`config.mk`:
```
export PLATFORM = sky130hd
export DESIGN_NAME = wb_merge_queue
export DESIGN_NICKNAME = d
export VERILOG_FILES = /design/src/rtl/wb_merge_queue.sv
export SDC_FILE = /design/constraint.sdc
export NUM_CORES = 1
export LEC_CHECK = 0
export ABC_CLOCK_PERIOD_IN_PS = 7400
export BUFFER_PORTS_ARGS = -buffer_cell sky130_fd_sc_hd__buf_2
export CORE_ASPECT_RATIO = 0.5
export CORE_MARGIN = 2
export CORE_UTILIZATION = 32
export CTS_CLUSTER_SIZE = 25
export DETAILED_ROUTE_END_ITERATION = 12
export SKIP_CTS_REPAIR_TIMING = 1
export SLEW_MARGIN = 30
export SYNTH_ARGS = -nofsm -noshare
export SYNTH_HDL_FRONTEND = slang
export SYNTH_SLANG_ARGS = --single-unit
```
`constraint.sdc`:
```
create_clock -name clk -period 7.4 [get_ports clk]
set_clock_uncertainty 0.2 [all_clocks]
set_input_delay 1.48 -clock clk [delete_from_list [all_inputs] [get_ports clk]]
set_output_delay 1.48 -clock clk [all_outputs]
set_load 0.02 [all_outputs]
```
`src/rtl/wb_merge_queue.sv`:
```
// wb_merge_queue: write-back merge stage in front of the register file.
// Accepts ALU and load results (round-robin when both are offered) and
// queues them in accept order. It drains one entry per cycle into the
// single register-file write port.
// Optional build macro WB_FWD_EN enables the combinational forwarding
// lookups (fwd_hit*/fwd_data*). Without it those outputs are tied to zero.
module wb_merge_queue #(
  parameter int DATA_W = 32,
  parameter int ADDR_W = 5,
  parameter int DEPTH  = 4
) (
  input  logic                       clk,
  input  logic                       rst,
  input  logic                       alu_valid,
  output logic                       alu_ready,
  input  logic [ADDR_W-1:0]          alu_addr,
  input  logic [DATA_W-1:0]          alu_data,
  input  logic                       lsu_valid,
  output logic                       lsu_ready,
  input  logic [ADDR_W-1:0]          lsu_addr,
  input  logic [DATA_W-1:0]          lsu_data,
  input  logic                       rf_hold,
  output logic                       rf_write,
  output logic [ADDR_W-1:0]          rf_waddr,
  output logic [DATA_W-1:0]          rf_wdata,
  input  logic [ADDR_W-1:0]          fwd_addr1,
  input  logic [ADDR_W-1:0]          fwd_addr2,
  output logic                       fwd_hit1,
  output logic                       fwd_hit2,
  output logic [DATA_W-1:0]          fwd_data1,
  output logic [DATA_W-1:0]          fwd_data2,
  output logic [$clog2(DEPTH):0]     count,
  output logic                       full,
  output logic                       empty
);

  localparam int PTR_W = $clog2(DEPTH);
  localparam int CNT_W = PTR_W + 1;

  logic [ADDR_W-1:0] addr_q [DEPTH];
  logic [DATA_W-1:0] data_q [DEPTH];

  logic [PTR_W-1:0] rd_ptr_q, rd_ptr_d;
  logic [PTR_W-1:0] wr_ptr_q, wr_ptr_d;
  logic [CNT_W-1:0] count_q, count_d;
  logic             last_lsu_q, last_lsu_d;   // 0: ALU granted last, 1: LSU

  logic              acc_alu;
  logic              acc_lsu;
  logic              push;
  logic              pop;
  logic [ADDR_W-1:0] in_addr;
  logic [DATA_W-1:0] in_data;

  assign full  = (count_q == CNT_W'(DEPTH));
  assign empty = (count_q == '0);
  assign count = count_q;

  // Ready depends only on full; a same-cycle drain never frees a slot early.
  always_comb begin
    alu_ready = 1'b0;
    lsu_ready = 1'b0;
    if (!full) begin
      if (alu_valid && lsu_valid) begin
        alu_ready = last_lsu_q;
        lsu_ready = !last_lsu_q;
      end else begin
        alu_ready = 1'b1;
        lsu_ready = 1'b1;
      end
    end
  end

  assign acc_alu = alu_valid && alu_ready;
  assign acc_lsu = lsu_valid && lsu_ready;
  assign push    = acc_alu || acc_lsu;
  assign in_addr = acc_lsu ? lsu_addr : alu_addr;
  assign in_data = acc_lsu ? lsu_data : alu_data;

  // Head entry is presented straight from storage; it pops on the write edge.
  always_comb begin
    rf_write = !empty && !rf_hold;
    rf_waddr = '0;
    rf_wdata = '0;
    if (!empty) begin
      rf_waddr = addr_q[rd_ptr_q];
      rf_wdata = data_q[rd_ptr_q];
    end
  end

  assign pop = rf_write;

  // Next-state for pointers, occupancy and round-robin history.
  always_comb begin
    rd_ptr_d   = rd_ptr_q;
    wr_ptr_d   = wr_ptr_q;
    count_d    = count_q;
    last_lsu_d = last_lsu_q;
    if (push) begin
      wr_ptr_d   = wr_ptr_q + PTR_W'(1);
      last_lsu_d = acc_lsu;
    end
    if (pop) begin
      rd_ptr_d = rd_ptr_q + PTR_W'(1);
    end
    case ({push, pop})
      2'b10:   count_d = count_q + CNT_W'(1);
      2'b01:   count_d = count_q - CNT_W'(1);
      default: count_d = count_q;
    endcase
  end

  // Control state register; reset discards every pending entry at once.
  always_ff @(posedge clk or posedge rst) begin
    if (rst) begin
      rd_ptr_q   <= '0;
      wr_ptr_q   <= '0;
      count_q    <= '0;
      last_lsu_q <= 1'b0;
    end else begin
      rd_ptr_q   <= rd_ptr_d;
      wr_ptr_q   <= wr_ptr_d;
      count_q    <= count_d;
      last_lsu_q <= last_lsu_d;
    end
  end

  // Entry storage written at the tail on accept.
  always_ff @(posedge clk or posedge rst) begin
    if (rst) begin
      for (int i = 0; i < DEPTH; i++) begin
        addr_q[i] <= '0;
        data_q[i] <= '0;
      end
    end else if (push) begin
      addr_q[wr_ptr_q] <= in_addr;
      data_q[wr_ptr_q] <= in_data;
    end
  end

`ifdef WB_FWD_EN
  logic [PTR_W-1:0] fwd_idx;

  // Scan oldest to youngest so the youngest match overwrites older ones;
  // the head being drained this cycle is still occupied and can hit.
  always_comb begin
    fwd_hit1  = 1'b0;
    fwd_hit2  = 1'b0;
    fwd_data1 = '0;
    fwd_data2 = '0;
    fwd_idx   = '0;
    for (int i = 0; i < DEPTH; i++) begin
      fwd_idx = rd_ptr_q + PTR_W'(i);
      if (CNT_W'(i) < count_q) begin
        if (addr_q[fwd_idx] == fwd_addr1) begin
          fwd_hit1  = 1'b1;
          fwd_data1 = data_q[fwd_idx];
        end
        if (addr_q[fwd_idx] == fwd_addr2) begin
          fwd_hit2  = 1'b1;
          fwd_data2 = data_q[fwd_idx];
        end
      end
    end
  end
`else
  logic unused_fwd;

  assign unused_fwd = ^{fwd_addr1, fwd_addr2};
  assign fwd_hit1   = 1'b0;
  assign fwd_hit2   = 1'b0;
  assign fwd_data1  = '0;
  assign fwd_data2  = '0;
`endif

endmodule

```
==> After elaboration in Yosys (flattened, before gate mapping) <==
Index checks and enable logic that the tools add are counted.
{ "op_classes": {"addsub": 4, "n_lt_le_gt_ge": 3, "eq_ne": 3, "mux": 21, "bitwise": 2, "reduce_logical": 11} }
{ "op_table": {"columns": ["operator", "count"], "rows": [
  ["$mux W32", 5],
  ["$bwmux W128", 1],
  ["$bmux W32 S2", 1],
  ["$demux W32 S2", 1],
  ["$mux W5", 5],
  ["$bwmux W20", 1],
  ["$bmux W5 S2", 1],
  ["$demux W5 S2", 1],
  ["$ge A3 B3 Y1 const B", 2],
  ["$not A2 Y3", 2],
  ["$pmux W3 S2", 1],
  ["$logic_and A1 B1 Y1", 5],
  ["$add A2 B1 Y2 const B", 2],
  ["$mux W1", 4],
  ["$add A3 B1 Y3 const B", 1],
  ["$eq A3 B3 Y1 const B", 1],
  ["$logic_not A1 Y1", 3],
  ["$logic_not A3 Y1", 1],
  ["$lt A3 B1 Y1 const B", 1],
  ["$sub A3 B1 Y3 const B", 1],
  ["$eq A2 B1 Y1 const B", 1],
  ["$eq A2 B2 Y1 const B", 1],
  ["$reduce_bool A2 Y1", 1],
  ["$logic_or A1 B1 Y1", 1]
]} }
{ "word_totals": {"regBits": 156, "input_bits": 89, "out_inout_bits": 111, "elab_cells": 56} }

==> Longest topological paths before layout <==
Gate-level depths: netlist of the first run.
{ "logic_depth": {"depth_word": 7, "ltp_mapped": 9, "ltp_nobuf": 8} }

==> Least setup slack after synthesis of the first run <==
No wires, ideal clock.
{ "synth_timing": {"kind": "in2out", "start": "in alu_valid", "end": "out alu_ready", "arrival_ns": 2.048, "slack_ns": 3.672, "path_stages": 2, "n_path_buf": 1, "path_cell_list": "buf_2 a31oi_1"} }
{ "synth_between": {"elab_chain_len": 3} }
{ "synth_rtl": {"columns": ["element", "line_no", "text"], "rows": [
  ["start, declared", "14", "input logic alu_valid,"],
  ["$logic_and A1 B1 Y1", "64", "if (alu_valid && lsu_valid) begin"],
  ["$mux W1", "64", null],
  ["$mux W1", "63", "if (!full) begin"],
  ["end, declared", "15", "output logic alu_ready,"]
]} }
No other way between the ends.

==> Worst setup path in the final report of the first run <==
{ "layout_timing": {"start": "reg rd_ptr_q[0]", "end": "out rf_wdata[3]"} }
{ "layout_between": {"elab_chain_len": 5} }
{ "layout_rtl": {"columns": ["element", "line_no", "text"], "rows": [
  ["start, declared", "43", "logic [PTR_W-1:0] rd_ptr_q, rd_ptr_d;"],
  ["start signal, assigned", "121", "rd_ptr_q <= rd_ptr_d;"],
  ["$not A2 Y3 (implied by the code)", "87", "rf_wdata = data_q[rd_ptr_q];"],
  ["$bmux W32 S2", "87", null],
  ["$mux W32 (implied by the code) (2 in a row)", "87", null],
  ["$mux W32", "85", "if (!empty) begin"],
  ["end, declared", "25", "output logic [DATA_W-1:0] rf_wdata,"]
]} }
No other way between the ends. The select of a mux whose other input is x is not followed.

==> impl_metrics.sql, run 1 <==
INSERT INTO impl_metrics (metric_group, metric, value, unit) VALUES
('sta', 'min_period', '4.45', 'ns'),
('detailed_routing', 'route.detailed.drc', '0', ''),
('detailed_routing', 'route.antenna.remaining_nets', '0', ''),
('sta', 'final-setup-viol-count', '0', ''),
('floorplan', 'floorplan.initialDensity', '32.7', '%'),
('sta', 'grt_setup_unrepaired', 'no', ''),
('synth', 'syn_area_per_cell', '10.5', 'um2'),
('clocking', 'cts-buffers-inserted', '17', ''),
('placement', 'place_worst_setup_slack', '3.34', 'ns'),
('synth', 'ys_warn_count', '0', ''),
('floorplan', 'top_ports', '200', ''),
('floorplan', 'placementRows', '41', ''),
('floorplan', 'core_area', '0.0253', 'mm2'),
('synth', 'number_of_library_cell_types_mapped_by_synthesis', '33', ''),
('synth', 'synth-edff-count', '0', ''),
('finish', 'drive_gt1_share', '24.8', '%'),
('worst_setup_path', 'r2r_path_start', 'count[2]', ''),
('clocking', 'numClockSinks', '156', ''),
('synth', 'synthesis.area', '0.00827', 'mm2'),
('detailed_routing', 'tritonroute_pass_1_iters', '5', ''),
('synth', 'postSynth.topFlopCell', 'sky130_fd_sc_hd__dfrtp_1', ''),
('worst_setup_path', 'worstPathRequired', '5.72', 'ns'),
('clocking', 'cts_tree', 'built', ''),
('detailed_routing', 'route.detailed.vias_per_inst', '5.60', ''),
('synth', 'netlist.area_leader.share', '47.2', '%'),
('sta', 'max_transition_viols_final', '0', ''),
('global_routing', 'global_route_usage_over_all_layers', '18.3', '%'),
('worst_setup_path', 'endpoint', 'rf_wdata[3]', ''),
('synth', 'postSynthRegisterBits', '156', ''),
('sta', 'post-route-period-util', '60.2', '%'),
('synth', 'async_reset_ff_share', '100', '%'),
('clocking', 'cts-root-buf', 'sky130_fd_sc_hd__clkbuf_16', ''),
('detailed_routing', 'avgRoutedWirePerCell', '20.4', 'um'),
('worst_setup_path', 'start_point_of_the_critical_path', 'rd_ptr_q[0]', ''),
('finish', 'area_of_combinational_cells_with_multiple_inputs', '0.00367', 'mm2'),
('global_routing', 'grt_pass1_vias', '6933', ''),
('clocking', 'cts.path.max_buffers', '2', ''),
('synth', 'synth.area.top_cells', 'sky130_fd_sc_hd__dfrtp_1, sky130_fd_sc_hd__a31oi_1, sky130_fd_sc_hd__mux4_2', ''),
('sta', 'hold_slack', '0.328', 'ns'),
('run_status', 'status', 'finished, final reports clean', ''),
('worst_setup_path', 'critPathArrivalTime', '2.77', 'ns'),
('placement', 'hpwl', '13900', 'um'),
('synth', 'synth.largest_area_cell', 'sky130_fd_sc_hd__dfrtp_1', ''),
('floorplan', 'design.die.area', '0.0272', 'mm2'),
('worst_setup_path', 'regToRegSetupSlack', '4.11', 'ns'),
('worst_setup_path', 'worst_path_max_delay_cell', 'sky130_fd_sc_hd__dfrtp_2', ''),
('global_routing', 'antenna_violations_before_repair', '1', ''),
('sta', 'finalHoldViolCount', '0', ''),
('synth', 'most_numerous_cell_in_the_yosys_netlist', 'sky130_fd_sc_hd__dfrtp_1', ''),
('placement', 'io_buffer_count', '123', ''),
('finish', 'fillCellCount', '2505', ''),
('detailed_routing', 'postRouteWirelength', '24900', 'um'),
('worst_setup_path', 'critical_path.startpoint_type', 'register', ''),
('power_and_ir_drop', 'power.ir.vdd_worst', '0.195', 'mV'),
('worst_setup_path', 'worst-setup-path-type', 'reg2out', ''),
('synth', 'register_area_share_after_synthesis', '47.2', '%'),
('clocking', 'clk_latency_worst_skew_pair', '0.43', 'ns'),
('worst_hold_path', 'timing.hold.worst.start', 'count[2]', ''),
('clocking', 'cts_htree_levels', '4', ''),
('finish', 'finish.net_count', '956', ''),
('global_routing', 'grt_max_degree', '115', ''),
('sta', 'worstMarginPinSlew', '0.982', 'ns'),
('run', 'max-cap-violations', '0', ''),
('power_and_ir_drop', 'final_total_pwr', '5.05', 'mW'),
('worst_setup_path', 'critical_path_peak_fanout', '20', ''),
('worst_hold_path', 'hold_class', 'reg2reg', ''),
('finish', 'layout-area-overhead-vs-synth', '13.2', '%'),
('worst_setup_path', 'timing.critical_path.to_type', 'primary output', ''),
('sta', 'fin_tns_setup', '0', 'ns'),
('floorplan', 'floorplan.die.width', '231', 'um'),
('worst_setup_path', 'worstPathCellList', 'buf_4, mux4_2, nor2b_1, buf_2', '');
## worst min path at each step
stage,to,cells after the start
2_1_floorplan,wr_ptr_q[0],1
3_3_place_gp,count[2],1
3_5_place_dp,count[2],1
4_1_cts,count[2],1
5_1_grt,count[2],1
6_report,count[2],1
## cell type report
cell class,instances,share of cell area [%]
inverters,8,0.401
well taps,344,4.60
clock buffers,20,4.67
clock inverters,12,1.83
diodes,1,0.0267
flip-flops and latches,156,41.8
repair buffers,135,7.54
multi-input cells,543,39.2
## worst max-delay path, delay by kind of cell, from the launching register on
family	cells	cell delay, ns
buffers and inverters	2	0.71
flip-flops	1	0.86
multiplexers	1	0.56
AND/OR/NAND/NOR	1	0.17
## logic make-up after synthesis
| family | synth area share (%) |
|---|---|
| AOI/OAI and AO/OA | 23.3 |
| DFF | 47.2 |
| buffers and inverters | 11.7 |
| and+or+nand+nor | 5.78 |
| muxes | 10.3 |
| adders and majority gates | 0.999 |
| xor gates and xnor gates | 0.636 |
| other | 0.0454 |
## layer usage
metal  track usage, %  up-vias  wire, um
li1                 -     2985         -
met3             2.50       51      1510
met1             23.4     3489     10400
met4             8.06        0       595
met2             31.2      296     12400
met5                0        -         0
## registers in the layout, summed over array words and instances, names as in the netlist
register,flops
data_q,128
last_lsu_q,1
addr_q,20
count,3
wr_ptr_q,2
rd_ptr_q,2
## cells in the final DEF (no fill, tap or decap), types with 4 or more instances in the layout
master	netlist	layout
sky130_fd_sc_hd__clkinv_2	0	4
sky130_fd_sc_hd__conb_1	1	66
sky130_fd_sc_hd__a31oi_1	150	150
sky130_fd_sc_hd__xor2_1	4	4
sky130_fd_sc_hd__dfrtp_1	156	154
sky130_fd_sc_hd__mux4_2	37	37
sky130_fd_sc_hd__o21ai_1	19	19
sky130_fd_sc_hd__clkbuf_16	0	17
sky130_fd_sc_hd__buf_4	67	12
sky130_fd_sc_hd__o21a_2	0	4
sky130_fd_sc_hd__bufinv_16	0	4
sky130_fd_sc_hd__o21ai_0	19	19
sky130_fd_sc_hd__nand3_1	37	37
sky130_fd_sc_hd__inv_1	7	6
sky130_fd_sc_hd__a21oi_1	148	148
sky130_fd_sc_hd__ha_1	5	5
sky130_fd_sc_hd__buf_2	36	123
sky130_fd_sc_hd__nor2b_1	37	37
## metrics by stage
stage,cell area (um2),instances
floorplan,8510,852
CTS,9360,1218
finish,9360,1219
global route,9360,1218
detailed placement,8750,1186
global placement,8740,1186
## report_power, final
group / switching, mW / total (mW) / internal, mW
logic: 1.51 / 2.52 / 1.01
clock network: 0.353 / 0.915 / 0.562
registers: 0.320 / 1.62 / 1.30
No activity file was read; power rests on OpenSTA's default activity.
==> run 2: changes to the inputs <==
Settings changed: ABC_CLOCK_PERIOD_IN_PS 7400 to 4400.
Clock period 7.4 ns to 4.4 ns, I/O delays scaled along.
==> run 2 against run 1 <==
Die area is the same; register-to-register slack got worse by 2.6 ns; combinational power grew 71%; flip-flop and latch count is the same; first-iteration DRC count shrank 13%; global-route usage is 0.054 points lower; worst setup slack worse by 2.0 ns; critical path depth unchanged; via count down 1.1%; clock power grew 56%; largest power group unchanged; power grew 67%; routed wire length decreased by 0.38%.
==> impl_metrics.sql, run 2 (synthesized netlist as in run 1, its figures left out) <==
INSERT INTO impl_metrics (metric_group, metric, value, unit) VALUES
('placement', 'globalplace.congestion', '0.779', ''),
('finish', 'final_common_cell', 'sky130_fd_sc_hd__dfrtp_1', ''),
('global_routing', 'grt.overflow.total', '0', ''),
('floorplan', 'top_ports', '200', ''),
('global_routing', 'antenna_violations_before_repair', '0', ''),
('clocking', 'cts.clk_slew.worst_paths', '0.06', 'ns'),
('sta', 'final-setup-viol-count', '0', ''),
('sta', 'min_period', '3.47', 'ns'),
('global_routing', 'grt_pass1_vias', '6786', ''),
('global_routing', 'global_route_wire_length_before_repair', '38500', 'um'),
('detailed_routing', 'postRouteWirelength', '24800', 'um'),
('clocking', 'cts_tree', 'built', ''),
('worst_setup_path', 'worst-setup-path-type', 'reg2out', ''),
('finish', 'layout-area-overhead-vs-synth', '13.5', '%'),
('worst_setup_path', 'largest_stage_delay_on_the_critical_path', '0.70', 'ns'),
('sta', 'finalHoldViolCount', '0', ''),
('sta', 'max_transition_viols_final', '0', ''),
('power_and_ir_drop', 'sw_frac_of_total', '44.1', '%'),
('clocking', 'numClockSinks', '156', ''),
('sta', 'post-route-period-util', '78.8', '%'),
('clocking', 'cts-buffers-inserted', '17', ''),
('placement', 'placed_cells_incl_taps', '1188', ''),
('clocking', 'cts_htree_levels', '4', ''),
('detailed_routing', 'avgRoutedWirePerCell', '20.3', 'um'),
('clocking', 'clk_latency_worst_skew_pair', '0.43', 'ns'),
('power_and_ir_drop', 'switching_power', '3.71', 'mW'),
('worst_setup_path', 'start_point_of_the_critical_path', 'count[2]', ''),
('detailed_routing', 'route.detailed.drc', '0', ''),
('detailed_routing', 'tritonroute_pass_1_iters', '5', ''),
('worst_setup_path', 'worstPathRequired', '3.32', 'ns'),
('global_routing', 'global_route_usage_over_all_layers', '18.3', '%'),
('worst_setup_path', 'critPathArrivalTime', '2.39', 'ns'),
('floorplan', 'chipHeight', '118', 'um'),
('global_routing', 'grt_max_degree', '135', ''),
('clocking', 'cts.path.max_buffers', '2', ''),
('worst_setup_path', 'endpoint', 'lsu_ready', ''),
('finish', 'registers.top_by_ff_count', 'data_q', ''),
('worst_setup_path', 'regToRegSetupSlack', '1.56', 'ns'),
('power_and_ir_drop', 'power.ir.vdd_worst', '0.394', 'mV'),
('power_and_ir_drop', 'share_clk_of_total_power', '17.0', '%'),
('power_and_ir_drop', 'power_per_cell_area', '897', 'mW/mm2'),
('power_and_ir_drop', 'p_int', '4.70', 'mW'),
('worst_setup_path', 'worstPathCellList', 'or3b_4, inv_2, a31oi_1, buf_2', ''),
('floorplan', 'design.die.area', '0.0272', 'mm2'),
('worst_setup_path', 'critical_path_peak_fanout', '59', ''),
('sta', 'max-slew-margin-rel', '30.9', '%'),
('finish', 'finish.cell_count_without_fillers', '1221', ''),
('floorplan', 'floorplan.initialDensity', '32.7', '%'),
('placement', 'hpwl', '14200', 'um'),
('finish', 'share_of_the_core_filled_with_cells_in_the_final_layout', '37.1', '%'),
('worst_setup_path', 'r2r_path_start', 'count[2]', ''),
('worst_setup_path', 'reg2regPathDepth', '5', ''),
('sta', 'hold_slack', '0.329', 'ns'),
('power_and_ir_drop', 'power.share.sequential', '31.7', '%'),
('sta', 'worstMarginPinSlew', '1.04', 'ns'),
('finish', 'finish.instance_area', '0.00938', 'mm2'),
('finish', 'num_antenna_cells', '0', ''),
('worst_setup_path', 'crit_cells', '4', ''),
('detailed_routing', 'initial_drc_count', '604', ''),
('clocking', 'cts-root-buf', 'sky130_fd_sc_hd__clkbuf_16', ''),
('finish', 'most-common-layout-cells', 'sky130_fd_sc_hd__dfrtp_1, sky130_fd_sc_hd__a31oi_1, sky130_fd_sc_hd__a21oi_1', ''),
('placement', 'io_buffer_count', '123', ''),
('detailed_routing', 'route.antenna.remaining_nets', '0', ''),
('worst_setup_path', 'worst_path_max_delay_cell', 'sky130_fd_sc_hd__or3b_4', ''),
('finish', 'flip_flop_count_of_the_largest_register_all_copies_and_words_added', '128', ''),
('power_and_ir_drop', 'cellLeakagePower', '3.83', 'nW'),
('worst_setup_path', 'cp_delay_by_family_top', 'simple AND/OR/NAND/NOR gates', ''),
('worst_hold_path', 'worstHoldPathCells', '1', ''),
('worst_setup_path', 'timing.critical_path.to_type', 'primary output', ''),
('detailed_routing', 'route.detailed.vias_per_inst', '5.52', ''),
('run_status', 'status', 'finished, final reports clean', ''),
('worst_setup_path', 'critical_path.startpoint_type', 'register', ''),
('floorplan', 'placementRows', '41', ''),
('sta', 'fin_tns_setup', '0', 'ns'),
('power_and_ir_drop', 'share_comb_of_total_power', '51.4', '%'),
('sta', 'max_freq', '0.288', 'GHz'),
('worst_setup_path', 'timing.critical_path.buf_inv', '2', ''),
('placement', 'placement.cell_area', '0.00879', 'mm2'),
('finish', 'drive_gt1_share', '25.4', '%'),
('worst_hold_path', 'hold_class', 'reg2reg', ''),
('sta', 'grt_setup_unrepaired', 'no', ''),
('floorplan', 'core_area', '0.0253', 'mm2'),
('worst_setup_path', 'regToRegEndpoint', 'addr_q[16]', ''),
('run', 'max-cap-violations', '0', ''),
('detailed_routing', 'num_vias', '6746', ''),
('finish', 'finish.net_count', '959', ''),
('floorplan', 'floorplan.die.width', '231', 'um');
[run 2: worst min path at each step]
stage,start,end,slack [ns]
finish,count[2],count[2],0.33
global route,count[2],count[2],0.36
CTS,count[2],count[2],0.33
detailed placement,count[2],count[2],0.31
global placement,wr_ptr_q[0],wr_ptr_q[0],0.32
floorplan,wr_ptr_q[0],wr_ptr_q[0],0.30
[run 2: power by group through the flow]
stage | combinational [mW] | clock, mW | sequential, mW
floorplan | 3.34 | 0 | 2.48
global placement | 4.25 | 0 | 2.64
detailed placement | 4.33 | 0 | 2.68
CTS | 4.33 | 1.45 | 2.66
global route | 4.70 | 1.52 | 2.76
finish | 4.32 | 1.43 | 2.67
[run 2: area by class of cell]
| cell class | instances | area [um2] |
|---|---|---|
| Clock buffer | 17 | 425 |
| Clock inverter | 15 | 141 |
| Fill cell | 2488 | 15900 |
| Inverter | 8 | 33.8 |
| Multi-Input combinational cell | 543 | 3660 |
| Sequential cell | 156 | 3910 |
| Tap cell | 344 | 430 |
| Timing Repair Buffer | 138 | 778 |
[run 2: layer usage]
| metal | vias up | track usage, % | wire length, um |
|---|---|---|---|
| met1 | 3449 | 24.3 | 10600 |
| li1 | 2989 | - | - |
| met3 | 40 | 3.34 | 1550 |
| met4 | 0 | 6.53 | 524 |
| met2 | 268 | 30.0 | 12200 |
| met5 | - | 0 | 0 |
[run 2: through the flow]
step / total power [mW] / setup slack [ns]
floorplan: 5.82 / 1.35
global placement: 6.89 / 1.36
detailed placement: 7.01 / 1.35
CTS: 8.44 / 0.890
global route: 8.97 / 0.786
finish: 8.42 / 0.931
